**src/rtl/vec_exe_sequencer.sv**
```systemverilog
// EXE-stage vector sequencer: spreads one vector op over LANES ALU lanes,
// collects per-element results and overflow flags, and hands the finished
// vector to MEM with a valid/ready handshake.
//
// state  | meaning
// -------+-------------------------------------------------------------
// IDLE   | no op in flight, ready to accept from ID
// RUN    | issuing one lane group per cycle, capturing results same edge
// DONE   | result vector presented to MEM, held until out_ready
module vec_exe_sequencer #(
  parameter int NUM_ELEM = 8,
  parameter int DATA_W   = 32,
  parameter int LANES    = 2,
  localparam int IDX_W   = (NUM_ELEM > 1) ? $clog2(NUM_ELEM) : 1
) (
  input  logic                         clk,
  input  logic                         rst_n,
  input  logic                         flush,
  input  logic                         in_valid,
  output logic                         in_ready,
  input  logic [3:0]                   in_vl,
  input  logic [5:0]                   in_funct,
  input  logic [4:0]                   in_write_addr,
  output logic                         alu_en,
  output logic [5:0]                   alu_funct,
  output logic [IDX_W-1:0]             alu_base_idx,
  output logic [LANES-1:0]             alu_lane_mask,
  input  logic [LANES*DATA_W-1:0]      alu_result,
  input  logic [LANES-1:0]             alu_overflow,
  output logic                         out_valid,
  input  logic                         out_ready,
  output logic [4:0]                   out_write_addr,
  output logic [NUM_ELEM*DATA_W-1:0]   out_data,
  output logic [NUM_ELEM-1:0]          out_elem_mask,
  output logic [NUM_ELEM-1:0]          out_ovf_mask,
  output logic                         busy
);

  // Counter width covers base+LANES overshoot past the last element.
  localparam int CNT_W = ((IDX_W > 4) ? IDX_W : 4) + 2;
  localparam logic [CNT_W-1:0] NUM_ELEM_C = CNT_W'(NUM_ELEM);
  localparam logic [CNT_W-1:0] LANES_C    = CNT_W'(LANES);

  typedef enum logic [1:0] {
    S_IDLE = 2'd0,
    S_RUN  = 2'd1,
    S_DONE = 2'd2
  } state_t;

  state_t                       r_state;
  state_t                       w_state_nxt;
  logic [CNT_W-1:0]             r_base;
  logic [CNT_W-1:0]             r_vl;
  logic [5:0]                   r_funct;
  logic [4:0]                   r_waddr;
  logic [NUM_ELEM*DATA_W-1:0]   r_data;
  logic [NUM_ELEM-1:0]          r_elem_mask;
  logic [NUM_ELEM-1:0]          r_ovf_mask;

  logic [CNT_W-1:0]             w_vl_in;
  logic [CNT_W-1:0]             w_vl_eff;
  logic                         w_accept;
  logic                         w_last;
  logic [LANES-1:0]             w_lane_valid;

  assign w_vl_in  = CNT_W'(in_vl);
  assign w_vl_eff = (w_vl_in > NUM_ELEM_C) ? NUM_ELEM_C : w_vl_in;
  assign w_accept = in_valid & in_ready;
  assign w_last   = (r_base + LANES_C) >= r_vl;

  // Lane i carries a real element when base+i is still inside the vector.
  always_comb begin
    w_lane_valid = '0;
    for (int l = 0; l < LANES; l++) begin
      w_lane_valid[l] = (r_base + CNT_W'(l)) < r_vl;
    end
  end

  // State register.
  always_ff @(posedge clk or negedge rst_n) begin
    if (!rst_n) begin
      r_state <= S_IDLE;
    end else begin
      r_state <= w_state_nxt;
    end
  end

  // Next-state and control outputs; flush overrides everything, including accept.
  always_comb begin
    w_state_nxt   = r_state;
    in_ready      = 1'b0;
    alu_en        = 1'b0;
    alu_funct     = '0;
    alu_base_idx  = '0;
    alu_lane_mask = '0;
    out_valid     = 1'b0;
    busy          = (r_state != S_IDLE);
    case (r_state)
      S_IDLE: begin
        in_ready = ~flush;
      end
      S_RUN: begin
        alu_en        = 1'b1;
        alu_funct     = r_funct;
        alu_base_idx  = r_base[IDX_W-1:0];
        alu_lane_mask = w_lane_valid;
        if (w_last) w_state_nxt = S_DONE;
      end
      S_DONE: begin
        out_valid = 1'b1;
        in_ready  = out_ready & ~flush;
        if (out_ready) w_state_nxt = S_IDLE;
      end
      default: begin
        w_state_nxt = S_IDLE;
      end
    endcase
    if (in_valid && in_ready) begin
      w_state_nxt = (w_vl_eff == '0) ? S_DONE : S_RUN;
    end
    if (flush) w_state_nxt = S_IDLE;
  end

  // Op context and result buffer; lanes outside the vector never write.
  always_ff @(posedge clk or negedge rst_n) begin
    if (!rst_n) begin
      r_base      <= '0;
      r_vl        <= '0;
      r_funct     <= '0;
      r_waddr     <= '0;
      r_data      <= '0;
      r_elem_mask <= '0;
      r_ovf_mask  <= '0;
    end else if (flush) begin
      r_base      <= '0;
      r_vl        <= '0;
      r_funct     <= '0;
      r_waddr     <= '0;
      r_data      <= '0;
      r_elem_mask <= '0;
      r_ovf_mask  <= '0;
    end else if (w_accept) begin
      r_base      <= '0;
      r_vl        <= w_vl_eff;
      r_funct     <= in_funct;
      r_waddr     <= in_write_addr;
      r_data      <= '0;
      r_elem_mask <= '0;
      r_ovf_mask  <= '0;
    end else if (r_state == S_RUN) begin
      r_base <= r_base + LANES_C;
      for (int e = 0; e < NUM_ELEM; e++) begin
        for (int l = 0; l < LANES; l++) begin
          if (w_lane_valid[l] && ((r_base + CNT_W'(l)) == CNT_W'(e))) begin
            r_data[e*DATA_W +: DATA_W] <= alu_result[l*DATA_W +: DATA_W];
            r_ovf_mask[e]              <= alu_overflow[l];
            r_elem_mask[e]             <= 1'b1;
          end
        end
      end
    end
  end

  assign out_write_addr = r_waddr;
  assign out_data       = r_data;
  assign out_elem_mask  = r_elem_mask;
  assign out_ovf_mask   = r_ovf_mask;

endmodule

```
**config.mk**
```make
export PLATFORM = sky130hd
export DESIGN_NAME = vec_exe_sequencer
export DESIGN_NICKNAME = d
export VERILOG_FILES = /design/src/rtl/vec_exe_sequencer.sv
export SDC_FILE = /design/constraint.sdc
export NUM_CORES = 1
export LEC_CHECK = 0
export ABC_AREA = 1
export ABC_CLOCK_PERIOD_IN_PS = 2300
export CELL_PAD_IN_SITES_DETAIL_PLACEMENT = 0
export CELL_PAD_IN_SITES_GLOBAL_PLACEMENT = 1
export CORE_UTILIZATION = 36
export CTS_BUF_LIST = sky130_fd_sc_hd__clkbuf_2 sky130_fd_sc_hd__clkbuf_4 sky130_fd_sc_hd__clkbuf_8
export CTS_CLUSTER_SIZE = 8
export DETAILED_ROUTE_END_ITERATION = 7
export PLACE_DENSITY = 0.82
export SLEW_MARGIN = 0
export SYNTH_ARGS = -nofsm -noshare
export SYNTH_HDL_FRONTEND = slang
export SYNTH_SLANG_ARGS = --single-unit
```
**constraint.sdc**
```tcl
create_clock -name clk -period 2.3 [get_ports clk]
set_input_delay 0.46 -clock clk [delete_from_list [all_inputs] [get_ports clk]]
set_output_delay 0.46 -clock clk [all_outputs]
set_load 0.02 [all_outputs]
```
Yosys cells after proc, flatten, opt, wreduce, memory -nomap -nowiden
Cells that the tools add are included.
{ "totals": {"reg_bits": 297, "output_inout_bits": 292, "in_bits": 86} }
{ "classes": {"mux": 79, "eq_ne": 19, "addsub": 2, "magnitude_cmp": 4, "reduce_logical": 41, "n_bitwise": 3} }
{ "ops": {"columns": ["cell", "count"], "rows": [
  ["256-bit two-way mux", 3],
  ["32-bit two-way mux", 16],
  ["6-bit by 3-bit equality test with 1-bit output, second input constant", 8],
  ["6-bit two-way mux", 8],
  ["8-bit two-way mux", 6],
  ["1-bit two-way mux", 34],
  ["4-bit nonzero test", 8],
  ["6-bit by 2-bit equality test with 1-bit output, second input constant", 4],
  ["6-bit logical NOT", 3],
  ["1-bit logical AND", 17],
  ["2-bit AND reduction", 8],
  ["6-bit by 1-bit equality test with 1-bit output, second input constant", 2],
  ["6-bit < comparator", 2],
  ["2-bit two-way mux", 6],
  ["5-bit two-way mux", 2],
  ["4-bit != test, second input constant", 2],
  ["6-bit by 1-bit adder with 6-bit output, second input constant", 1],
  ["6-bit by 2-bit adder with 6-bit output, second input constant", 1],
  ["6-bit >= comparator", 1],
  ["2-bit one-hot mux with 3 select lines", 1],
  ["4-bit greater-than comparator, second input constant", 1],
  ["4-bit two-way mux", 1],
  ["2-bit nonzero test", 2],
  ["3-bit two-way mux", 1],
  ["9 further kinds", 10]
]} }

Logic depth before layout (Yosys ltp)
{ "depth": {"depth_word": 7, "ltp_mapped": 11, "ltp_nobuf": 10} }

Worst setup path after synthesis
No wires, ideal clock.
{ "synth_timing": {"path_kind": "flip-flop to output port", "startpoint": "register r_base[3]", "endpoint": "output port alu_lane_mask[1]", "stages_incl_launch_ff": 9, "arrival_time_ns": 1.636, "path_slack_ns": 0.204, "t_required_ns": 1.840, "cell_sequence": "dfrtp_1 buf_2 clkbuf_1 ha_1 nand2_1 nand2_1 nor2_8 nand2_1 nor2_1"} }
{ "synth_via": {"elab_chain_len": 3} }
{ "synth_rtl": {"columns": ["element", "line_no", "text"], "rows": [
  ["start: declaration", "52", "logic [CNT_W-1:0] r_base;"],
  ["start signal: assignment", "151", "r_base <= r_base + LANES_C;"],
  ["6-bit by 1-bit adder with 6-bit output", "75", "w_lane_valid[l] = (r_base + CNT_W'(l)) < r_vl;"],
  ["6-bit < comparator", "75", null],
  ["2-bit two-way mux", "98", "case (r_state)"],
  ["end: declaration", "27", "output logic [LANES-1:0] alu_lane_mask,"]
]} }
Every way passes these cells.

Worst setup path in the final report
{ "layout_timing": {"startpoint": "register r_base[3]", "endpoint": "output port alu_lane_mask[0]"} }
{ "layout_via": {"elab_chain_len": 2} }
{ "layout_rtl": {"columns": ["element", "line_no"], "rows": [
  ["6-bit < comparator", "75"],
  ["2-bit two-way mux", "98"]
]} }
Every way passes these cells.

==> results by group <==
Run status
  – Outcome: completed

STA
  – Min Clock Period, post-route: between 2 and 2.5 ns
  – Worst slew pin tran: between 0.6 and 0.7 ns
  – Fmax: between 0.4 and 0.5 GHz
  – Count of final hold-check violations: 0
  – Min Hold Slack: roughly 0.42 ns
  – Worst Skew: 0.0223 ns
  – Max-slew violations: 0
  – Rel. slew slack: just under 60%
  – RSZ-0062 raised after global routing: true
  – Fin crit share: between 90% and 100%
  – Final setup viols: 0

Worst setup path
  – Startpoint types: flop
  – Worst Path Arrival: 1.80 ns
  – Family with the most delay on the worst path: flip-flops
  – Crit Path Max Fanout: 3
  – Cell chain of the critical path: ha_4, nand2_1, nor2_1, nand2_1, nand3_4, inv_4, buf_6
  – CP max stage delay: 0.45 ns
  – Crit path buf inv count: 2
  – CP required: between 1.5 and 2 ns
  – Critical path's slowest cell: dfrtp_2
  – Setup CP Type: flop to primary output
  – Crit end category: primary output
  – Most frequent CP cell: nand2_1

Die
  – Core area: approximately 35000 um2
  – Die ar.: about 36000 um2
  – Die width: roughly 190 um
  – FP Rows: 68
  – DIE HEIGHT: 190 um
  – Initial core utilization: a little under two fifths
  – I/O pins: between 300 and 400

Clock tree
  – H-tree levels: 2
  – Clock Latency Late Sink: around 0.57 ns
  – Reg clk slew, reported paths: 0.06 ns
  – Sink Count: ~290
  – CTS Buffer Depth: 3
  – CTS tree: yes
  – Root Driver: clkbuf_8
  – Cts bufs inserted: 50

Yosys
  – Cell with the most instances after synthesis: nand2_1
  – Post-Syn Instances: roughly 1500
  – Post-synth top flop: dfrtp_1
  – Yosys warns: 0
  – Async SR Flop Fraction: 100%
  – Mapped cell area: between 10000 and 15000 um2
  – Synth top area share: 57.7%
  – Sequential cell area fraction in the yosys report: between 50% and 60%
  – Post-synth EDFFs: 0
  – Synth Net Count: between 1500 and 2000
  – Unique masters post-synth: 35
  – Area leader, netlist: dfrtp_1
  – Synth area leaders: dfrtp_1, nand2_1, nand3_1, inv_1, buf_2
  – Seq cells post-synth: roughly 290
  – Mean Syn Cell Area: a little under 9 um2
  – Top cells by count, synth: nand2_1, dfrtp_1, nand3_1

GRT
  – Number of global-route vias before repair: between 10000 and 15000
  – First-pass GRT wire length: slightly below 70000 um
  – Total global routing overflow: 0
  – GR Util All Layers: 24.5%
  – Initial antenna violation count: 0
  – Largest net degree at the start of global routing: 62

Power
  – Peak supply drop: approximately 0.35 mV
  – Total power: around 12 mW
  – Power Density: between 600 and 700 nW/um2
  – P_leak: ~9.3 nW

Layout
  – Share of layout cells above drive strength 1: a little under an eighth
  – Final core occ: between 50% and 60%
  – Fin area: around 18000 um2
  – Fin nets: a little under 2000
  – Syn-to-layout area delta: 44.8%
  – Number of diodes: 0

Placed design
  – Placed instance area: 17300 um2
  – Port Buf Inserts: around 380
  – GP Congestion: between 0.8 and 0.9
  – HPWL after DPL: between 30000 and 40000 um

Route
  – Drc violations: 0
  – Routed vias: ~12000
  – Iter 0 DRT Violations: about 780
  – Wire per inst: 19.0 um
  – Pre-antenna DRT Iters: 4
  – Routed WL: about 45000 um
  – Via density: slightly below 5
  – Routed Antenna Nets: 0

Worst hold path
  – Min-delay worst type: input port to asynchronous set/reset pin

Job
  – Max-Cap Viols: 0
state kept, by name (all words and copies together), names as in the netlist:
name            cells
out_data          256
out_elem_mask       8
out_ovf_mask        8
out_write_addr      5
r_base              5
r_funct             6
r_state             2
r_vl                4
layout make-up:
class | count | area [um2]
clock buffers | 81 | 983
flip-flops and latches | 294 | 7360
well taps | 455 | 569
clock inverters | 6 | 32.5
repair buffers | 439 | 4480
fillers | 3232 | 16200
multi-input cells | 984 | 4650
inverters | 103 | 397
power breakdown:
group          internal (mW)  total [mW]  leakage (nW)  switching (mW)
registers               5.26        5.31          4.09          0.0523
logic                  0.542        1.48          4.65           0.936
clock network           2.68        4.77         0.548            2.09
total                   8.48        11.6          9.29            3.07
cells in the final DEF, fill, tap and decap left out, types with 4 or more instances in the layout:
| cell | n |
|---|---|
| a21oi_1 | 45 |
| nor2_2 | 6 |
| nand2_2 | 7 |
| o21ai_0 | 21 |
| clkbuf_8 | 60 |
| dlygate4sd2_1 | 4 |
| inv_2 | 8 |
| ha_4 | 6 |
| buf_12 | 19 |
| o21ai_1 | 38 |
| a22o_1 | 5 |
| nor2_4 | 12 |
| buf_4 | 42 |
| ha_1 | 4 |
| clkdlybuf4s15_2 | 4 |
| clkinv_2 | 5 |
| nand2_1 | 476 |
| clkdlybuf4s50_1 | 362 |
| clkbuf_4 | 21 |
| nand2_4 | 4 |
| inv_1 | 93 |
| dfrtp_1 | 291 |
| nor2_1 | 61 |
| nand3_1 | 281 |
timing repair:
| item | 4_1_cts | 5_1_grt |
|---|---|---|
| endpoints found under the hold margin | 45 | 0 |
| setup endpoints to repair | 36 | 24 |
| cloned | 2 | 0 |
| pin swaps | 5 | 10 |
| resized for setup | 44 | 22 |
| hold buffers | 1 | 0 |
| setup buffers | 2 | 4 |
per-stage QoR:
step,setup WS [ns],instances,setup TNS [ns]
2_1_floorplan,0.204,1473,0
3_3_place_gp,-0.0641,2266,-0.918
3_5_place_dp,-0.118,2266,-3.12
4_1_cts,-0.0212,2358,-0.0212
5_1_grt,-0.0366,2362,-0.0509
6_report,0.0446,2362,0
metal layers:
metal / global-route usage (%) / part of all wire (%) / vias to the layer above
met3: 7.07 / 9.2 / 80
met1: 32.5 / 42 / 5668
met2: 38.9 / 46 / 459
met4: 7.17 / 2.4 / 0
met5: 0 / 0 / -
li1: - / - / 5531
cell families (layout without fill, tap and decap cells):
kind of cell	Yosys count	in the layout	synth area share [%]
AND/OR/NAND/NOR	857	859	29.7
flip-flops	294	294	57.7
buffers and inverters	197	629	6.92
AO/OA/AOI/OAI	113	113	4.65
adder cells (fa/ha/maj)	10	10	0.981
other	1	1	0.0294
XOR/XNOR	1	1	0.0687
worst register-to-register path, delay by kind of cell (launching register included):
kind	cells	cell delay, ns
simple gates	6	1.25
flops	1	0.45
buf+inv	3	0.40
final timing paths:
check,startpoint,to,slack [ns],depth (start not counted)
hold reg to reg,out_elem_mask[1]$_DFFE_PN0P_,out_elem_mask[1]$_DFFE_PN0P_,0.48,2
min in group clk,alu_result[41],out_data[169]$_DFFE_PN0P_,0.45,3
hold / removal,rst_n,out_data[56]$_DFFE_PN0P_,0.42,2
setup reg to reg,r_base[3]$_DFFE_PN0P_,out_data[230]$_DFFE_PN0P_,0.17,9
max in group asynchronous,rst_n,out_data[13]$_DFFE_PN0P_,1.13,3
setup / recovery,r_base[3]$_DFFE_PN0P_,alu_lane_mask[0],0.04,7
No activity file was read; power rests on OpenSTA's default activity.
